[config.mk]
export PLATFORM = sky130hd
export DESIGN_NAME = muldiv_iter
export DESIGN_NICKNAME = d
export VERILOG_FILES = /design/src/rtl/muldiv_iter_pkg.sv /design/src/rtl/muldiv_iter_div_core.sv /design/src/rtl/muldiv_iter.sv
export SDC_FILE = /design/constraint.sdc
export NUM_CORES = 2
export LEC_CHECK = 0
export ABC_CLOCK_PERIOD_IN_PS = 10200
export BUFFER_PORTS_ARGS = -buffer_cell sky130_fd_sc_hd__clkbuf_2
export CORE_ASPECT_RATIO = 2
export CORE_UTILIZATION = 45
export CTS_CLUSTER_SIZE = 40
export DETAILED_ROUTE_END_ITERATION = 12
export GPL_TIMING_DRIVEN = 0
export PLACE_DENSITY = 0.68
export SLEW_MARGIN = 10
export SYNTH_ARGS = -nofsm -noshare
export SYNTH_HDL_FRONTEND = slang
export SYNTH_SLANG_ARGS = --single-unit
[constraint.sdc]
create_clock -name clk -period 10.2 [get_ports clk]
set_input_delay 1.53 -clock clk [delete_from_list [all_inputs] [get_ports clk]]
set_output_delay 1.53 -clock clk [all_outputs]
set_load 0.005 [all_outputs]
[src/rtl/muldiv_iter_pkg.sv]
// Shared types for the iterative multiply/divide unit: FSM states and op decode helpers.
package muldiv_iter_pkg;

  typedef enum logic [1:0] {
    ST_IDLE = 2'd0,
    ST_MUL  = 2'd1,
    ST_DIV  = 2'd2,
    ST_DONE = 2'd3
  } state_t;

  localparam logic [1:0] OP_MULT  = 2'd0;
  localparam logic [1:0] OP_MULTU = 2'd1;
  localparam logic [1:0] OP_DIV   = 2'd2;
  localparam logic [1:0] OP_DIVU  = 2'd3;

  function automatic logic op_is_div(input logic [1:0] op);
    return (op == OP_DIV) || (op == OP_DIVU);
  endfunction

  function automatic logic op_is_signed(input logic [1:0] op);
    return (op == OP_MULT) || (op == OP_DIV);
  endfunction

endpackage

[src/rtl/muldiv_iter_div_core.sv]
// Restoring radix-2 divider datapath: one quotient bit per step on operand magnitudes,
// with sign correction and divide-by-zero override applied to the final step's outputs.
module muldiv_iter_div_core #(
  parameter int WIDTH = 32
) (
  input  logic               clk,
  input  logic               rst,
  input  logic               i_start,
  input  logic               i_step,
  input  logic               i_signed,
  input  logic [WIDTH-1:0]   i_a,
  input  logic [WIDTH-1:0]   i_b,
  output logic [2*WIDTH-1:0] o_result
);

  logic [WIDTH-1:0] r_quo;
  logic [WIDTH-1:0] r_rem;
  logic [WIDTH-1:0] r_dvs;
  logic [WIDTH-1:0] r_a;
  logic             r_neg_q;
  logic             r_neg_r;
  logic             r_dz;

  logic             w_a_neg;
  logic             w_b_neg;
  logic [WIDTH:0]   w_shift;
  logic [WIDTH:0]   w_diff;
  logic             w_fits;
  logic [WIDTH-1:0] w_rem_nx;
  logic [WIDTH-1:0] w_quo_nx;
  logic [WIDTH-1:0] w_rem_fix;
  logic [WIDTH-1:0] w_quo_fix;

  assign w_a_neg = i_signed & i_a[WIDTH-1];
  assign w_b_neg = i_signed & i_b[WIDTH-1];

  // Magnitudes are taken as unsigned, so the most negative value maps to 2^(WIDTH-1).
  always_ff @(posedge clk) begin
    if (!rst) begin
      r_quo   <= '0;
      r_rem   <= '0;
      r_dvs   <= '0;
      r_a     <= '0;
      r_neg_q <= 1'b0;
      r_neg_r <= 1'b0;
      r_dz    <= 1'b0;
    end else if (i_start) begin
      r_quo   <= w_a_neg ? (~i_a + 1'b1) : i_a;
      r_dvs   <= w_b_neg ? (~i_b + 1'b1) : i_b;
      r_rem   <= '0;
      r_a     <= i_a;
      r_neg_q <= w_a_neg ^ w_b_neg;
      r_neg_r <= w_a_neg;
      r_dz    <= (i_b == '0);
    end else if (i_step) begin
      r_quo <= w_quo_nx;
      r_rem <= w_rem_nx;
    end
  end

  assign w_shift   = {r_rem, r_quo[WIDTH-1]};
  assign w_diff    = w_shift - {1'b0, r_dvs};
  assign w_fits    = ~w_diff[WIDTH];
  assign w_rem_nx  = w_fits ? w_diff[WIDTH-1:0] : w_shift[WIDTH-1:0];
  assign w_quo_nx  = {r_quo[WIDTH-2:0], w_fits};
  assign w_quo_fix = r_neg_q ? (~w_quo_nx + 1'b1) : w_quo_nx;
  assign w_rem_fix = r_neg_r ? (~w_rem_nx + 1'b1) : w_rem_nx;

  // Valid on the last step; the top latches it when leaving the DIV state.
  assign o_result = r_dz ? {r_a, {WIDTH{1'b1}}} : {w_rem_fix, w_quo_fix};

endmodule

[src/rtl/muldiv_iter.sv]
// Iterative multiply/divide unit for the EX stage: valid/ready op intake, held {hi,lo}
// result with ack, busy line for stall logic, and flush cancel.
//
// state   | meaning
// IDLE    | ready for a new op (ready_o=1)
// MUL     | product settling for MUL_LAT cycles (busy_o=1)
// DIV     | one quotient bit per cycle for WIDTH cycles (busy_o=1)
// DONE    | result held until out_ack_i (done_o=1)
module muldiv_iter
  import muldiv_iter_pkg::*;
#(
  parameter int WIDTH   = 32,
  parameter int MUL_LAT = 2
) (
  input  logic               clk,
  input  logic               rst,
  input  logic               flush,
  input  logic               valid_i,
  output logic               ready_o,
  input  logic [1:0]         op_i,
  input  logic [WIDTH-1:0]   a_i,
  input  logic [WIDTH-1:0]   b_i,
  output logic               busy_o,
  output logic               done_o,
  input  logic               out_ack_i,
  output logic [2*WIDTH-1:0] result_o
);

  localparam int CNT_MAX = (WIDTH > MUL_LAT) ? WIDTH : MUL_LAT;
  localparam int CNT_W   = $clog2(CNT_MAX + 1);

  state_t             r_state;
  logic [CNT_W-1:0]   r_cnt;
  logic               r_mul_signed;
  logic [WIDTH-1:0]   r_a;
  logic [WIDTH-1:0]   r_b;
  logic               r_ready;
  logic               r_busy;
  logic               r_done;
  logic [2*WIDTH-1:0] r_result;

  logic               w_accept;
  logic               w_start_div;
  logic               w_step_div;
  logic [2*WIDTH-1:0] w_ma;
  logic [2*WIDTH-1:0] w_mb;
  logic [2*WIDTH-1:0] w_prod;
  logic [2*WIDTH-1:0] w_div_result;

  assign w_accept    = valid_i & r_ready & ~flush;
  assign w_start_div = w_accept & op_is_div(op_i);
  assign w_step_div  = (r_state == ST_DIV) & ~flush;

  // Low 2*WIDTH bits of the extended product are exact for both signed and unsigned.
  assign w_ma   = {{WIDTH{r_mul_signed & r_a[WIDTH-1]}}, r_a};
  assign w_mb   = {{WIDTH{r_mul_signed & r_b[WIDTH-1]}}, r_b};
  assign w_prod = w_ma * w_mb;

  muldiv_iter_div_core #(
    .WIDTH (WIDTH)
  ) u_div_core (
    .clk      (clk),
    .rst      (rst),
    .i_start  (w_start_div),
    .i_step   (w_step_div),
    .i_signed (op_is_signed(op_i)),
    .i_a      (a_i),
    .i_b      (b_i),
    .o_result (w_div_result)
  );

  always_ff @(posedge clk) begin
    if (!rst) begin
      r_state      <= ST_IDLE;
      r_cnt        <= '0;
      r_mul_signed <= 1'b0;
      r_a          <= '0;
      r_b          <= '0;
      r_ready      <= 1'b1;
      r_busy       <= 1'b0;
      r_done       <= 1'b0;
      r_result     <= '0;
    end else if (flush) begin
      r_state <= ST_IDLE;
      r_cnt   <= '0;
      r_ready <= 1'b1;
      r_busy  <= 1'b0;
      r_done  <= 1'b0;
    end else begin
      case (r_state)
        ST_IDLE: begin
          if (valid_i) begin
            r_mul_signed <= op_is_signed(op_i);
            r_a          <= a_i;
            r_b          <= b_i;
            r_ready      <= 1'b0;
            r_busy       <= 1'b1;
            if (op_is_div(op_i)) begin
              r_state <= ST_DIV;
              r_cnt   <= CNT_W'(WIDTH - 1);
            end else begin
              r_state <= ST_MUL;
              r_cnt   <= CNT_W'(MUL_LAT - 1);
            end
          end
        end
        ST_MUL: begin
          if (r_cnt == '0) begin
            r_state  <= ST_DONE;
            r_result <= w_prod;
            r_busy   <= 1'b0;
            r_done   <= 1'b1;
          end else begin
            r_cnt <= r_cnt - 1'b1;
          end
        end
        ST_DIV: begin
          if (r_cnt == '0) begin
            r_state  <= ST_DONE;
            r_result <= w_div_result;
            r_busy   <= 1'b0;
            r_done   <= 1'b1;
          end else begin
            r_cnt <= r_cnt - 1'b1;
          end
        end
        ST_DONE: begin
          if (out_ack_i) begin
            r_state <= ST_IDLE;
            r_ready <= 1'b1;
            r_done  <= 1'b0;
          end
        end
        default: begin
          r_state <= ST_IDLE;
          r_ready <= 1'b1;
          r_busy  <= 1'b0;
          r_done  <= 1'b0;
        end
      endcase
    end
  end

  assign ready_o  = r_ready;
  assign busy_o   = r_busy;
  assign done_o   = r_done;
  assign result_o = r_result;

endmodule

==> flow_metrics.tcl <==
set metrics [dict create \
    clkTransAtPathRegs_ns 0.08 \
    synthFlopType "dfxtp_1" \
    worstMarginPinSlew_ns 1.33 \
    fmaxAchievable_ghz 0.0972 \
    grt_start_max_net_pins 25 \
    wl_per_cell_um 29.9 \
    mostFrequentLayoutCells "inv_1, nand2_1, fa_1" \
    die_area_um2 120000 \
    endpoint_kind "flip-flop" \
    drive_above_1_share_pct 5.91 \
    io_buffers 136 \
    overflow 0 \
    clk_latency_ns 0.63 \
    rows 178 \
    start_util_pct 45.5 \
    vdd_drop_max_mv 0.145 \
    p_leak_uw 0.0266 \
    synth_cell_types 87 \
    cts-htree-levels 1 \
    utilization_pct 48.7 \
    maxCapViolCount 0 \
    holdPathStages 2 \
    yosysWarnings 0 \
    syn-num-nets 7730 \
    ant_nets 0 \
    violations "negative setup slack" \
    worstPathRequired_ns 10.69 \
    fp.dieW_um 246 \
    tns_ns -0.0889 \
    cts.sinks 271 \
    syn2layout_area_growth_pct 7.13 \
    slew_violations 0 \
    async_reset_ff_share_pct 0 \
    dr.pass1.iters 8 \
    setup_viol 1 \
    hold_end "result_o[16]$_SDFFE_PN0P_" \
    arrival_ns 10.78 \
    layout.nets 7886 \
    rsz0062_at_grt "no" \
    syn_area_per_cell_um2 8.53 \
    synth_edf_count 0 \
    grt_pass1_vias 50900 \
    setup_slack_ns -0.0889 \
    die_h_um 490 \
    path_class "flip-flop to flip-flop" \
    final-hold-violation-count 0 \
    numCtsBuffers 23 \
    pre_cts_ws_ns -1.96 \
    hpwl_um 200000 \
    fin_crit_sh_pct 101 \
    grt_antenna_before_repair 10 \
    cts_tree "yes" \
    root_buffer "clkbuf_16" \
    syn_inst 6279 \
    powerDensity_nw_per_um2 73.2 \
    core_um2 118000 \
    gp_congestion 1.07 \
    reg2reg_depth 26 \
    relSlewSlack_pct 11.6 \
    mostFrequentLayoutCell "inv_1" \
    hp-class "flip-flop to flip-flop" \
    hold_buffers 0 \
    r2r-start "r_b[17]$_SDFFE_PN0P_" \
    status "finished, violations left" \
    vias 47100 \
    netlist_area_um2 53600 \
    clk_path_buf_depth 3 \
    start_kind "flip-flop" \
    r2r-end "result_o[48]$_SDFFE_PN0P_" \
    grt_util_all_layers_pct 40.8 \
    hp-start "result_o[16]$_SDFFE_PN0P_" \
    io_pins 138 \
    drt_iter0_markers 3817 \
    p_total_uw 4200 \
    period_minus_slack_ns 10.29 \
    viasPerCell 5.89 \
    wl_um 239000 \
    clock_skew_ns 0.0287 \
    cp_max_fo 10 \
    grt_first_pass_wirelength_um 346000 \
    drc 0 \
    seq_area_frac_synth_pct 10.1 \
    ys_seq_elements 271 \
    reg2reg_slack_ns -0.09 \
]
kinds of logic (layout without fill, tap and decap cells):
kind of cell	count (synthesis)	count (layout)	share of synthesized area [%]
compound gates	808	808	9.78
fa+ha+maj	1380	1380	48.0
simple gates	2021	2021	17.2
xor+xnor	198	198	3.24
flops	271	271	10.1
other cells	0	12	0
buf+inv	1572	1743	11.1
mux	29	29	0.544
worst max-delay path: stages (launching register included):
cell and delay (ns):
dfxtp_1 0.72, clkbuf_1 0.86, and2_1 0.27, fa_1 0.46, fa_1 0.54, inv_1 0.05, fa_1 0.48, inv_1 0.06
fa_1 0.48, fa_1 0.59, fa_1 0.47, fa_1 0.50, inv_1 0.05, fa_1 0.56, inv_1 0.06, ha_1 0.32
a21oi_1 0.13, o21ai_0 0.17, or4_1 0.58, a211oi_2 0.66, o22ai_4 0.28, a21oi_1 0.29, o21ai_0 0.19, xnor2_1 0.78
o21ai_0 0.27, a21oi_1 0.23, nor2_1 0.07
registers in the layout (all words and copies together), names as in the netlist, 2 cells and up:
name and cells:
r_b 32, u_div_core.r_rem 32, r_state 2, r_a 32, u_div_core.r_a 32, u_div_core.r_quo 32, u_div_core.r_dvs 32, r_cnt 6
result_o 64
power by group:
| part | internal, uW | switching [uW] | leakage (uW) |
|---|---|---|---|
| Clock | 537 | 499 | 0.000390 |
| Combinational | 564 | 1400 | 0.0239 |
| Sequential | 1110 | 97.2 | 0.00221 |
| Total | 2210 | 1990 | 0.0266 |
cells in the mapped netlist, types with 28 or more instances:
master | count | area, um^2
o21ai_0 | 153 | 766
nor3_1 | 47 | 235
nand3_1 | 30 | 150
mux2i_1 | 28 | 280
ha_1 | 254 | 3180
a21o_1 | 38 | 285
and2_1 | 354 | 2210
a311oi_1 | 40 | 350
nand2_1 | 1134 | 4260
fa_1 | 1126 | 22500
a21oi_1 | 269 | 1350
xor2_1 | 61 | 534
clkbuf_1 | 353 | 1330
and3_1 | 32 | 200
inv_1 | 1196 | 4490
nor2_1 | 247 | 927
o211ai_1 | 29 | 218
o221ai_1 | 28 | 245
xnor2_1 | 137 | 1200
dfxtp_1 | 271 | 5430
o31ai_1 | 30 | 225
a211oi_1 | 67 | 503
cell type report:
cell class,instances,area [um^2]
Inverter,1197,4500
Clock buffer,26,607
Antenna cell,12,30.0
Sequential cell,271,5460
Timing Repair Buffer,147,787
Clock inverter,14,200
Fill cell,11600,60400
Tap cell,1530,1910
Buffer,359,1530
Multi-Input combinational cell,4436,42300
layer usage:
layer / routed length [um] / global-route usage [%]
met5: 11 / 0
met4: 34000 / 44.8
met3: 16500 / 7.45
met2: 118000 / 69.6
met1: 70500 / 38.8
through the flow:
step           hold slack, ns  cells  instance area [um^2]
6_report                0.455   7992                 57400
5_1_grt                 0.481   7982                 57400
4_1_cts                 0.457   7975                 57100
3_5_place_dp            0.447   7946                 56200
3_3_place_gp            0.442   7945                 56200
2_1_floorplan           0.431   6279                 53600
worst max path at each step:
| stage | slack (ns) | startpoint | to | depth (start not counted) |
|---|---|---|---|---|
| after floorplan | 2.07 | r_a[21]$_SDFFE_PN0P_ | result_o[63]$_SDFFE_PN0P_ | 31 |
| after global placement | -3.26 | r_a[20]$_SDFFE_PN0P_ | result_o[63]$_SDFFE_PN0P_ | 31 |
| after detailed placement | -1.96 | r_a[20]$_SDFFE_PN0P_ | result_o[63]$_SDFFE_PN0P_ | 31 |
| after CTS | -0.02 | r_a[18]$_SDFFE_PN0P_ | result_o[63]$_SDFFE_PN0P_ | 31 |
| after global routing | 0.004 | r_a[21]$_SDFFE_PN0P_ | result_o[51]$_SDFFE_PN0P_ | 30 |
| final | -0.09 | r_b[17]$_SDFFE_PN0P_ | result_o[48]$_SDFFE_PN0P_ | 26 |
what timing repair did:
item                                    4_1_cts  5_1_grt
endpoints found under the setup margin       25       19
pin swaps                                     0        3
buffers inserted                              2        7
gates resized for setup                      83      124
Note: power is estimated with default switching activity, not from simulation.
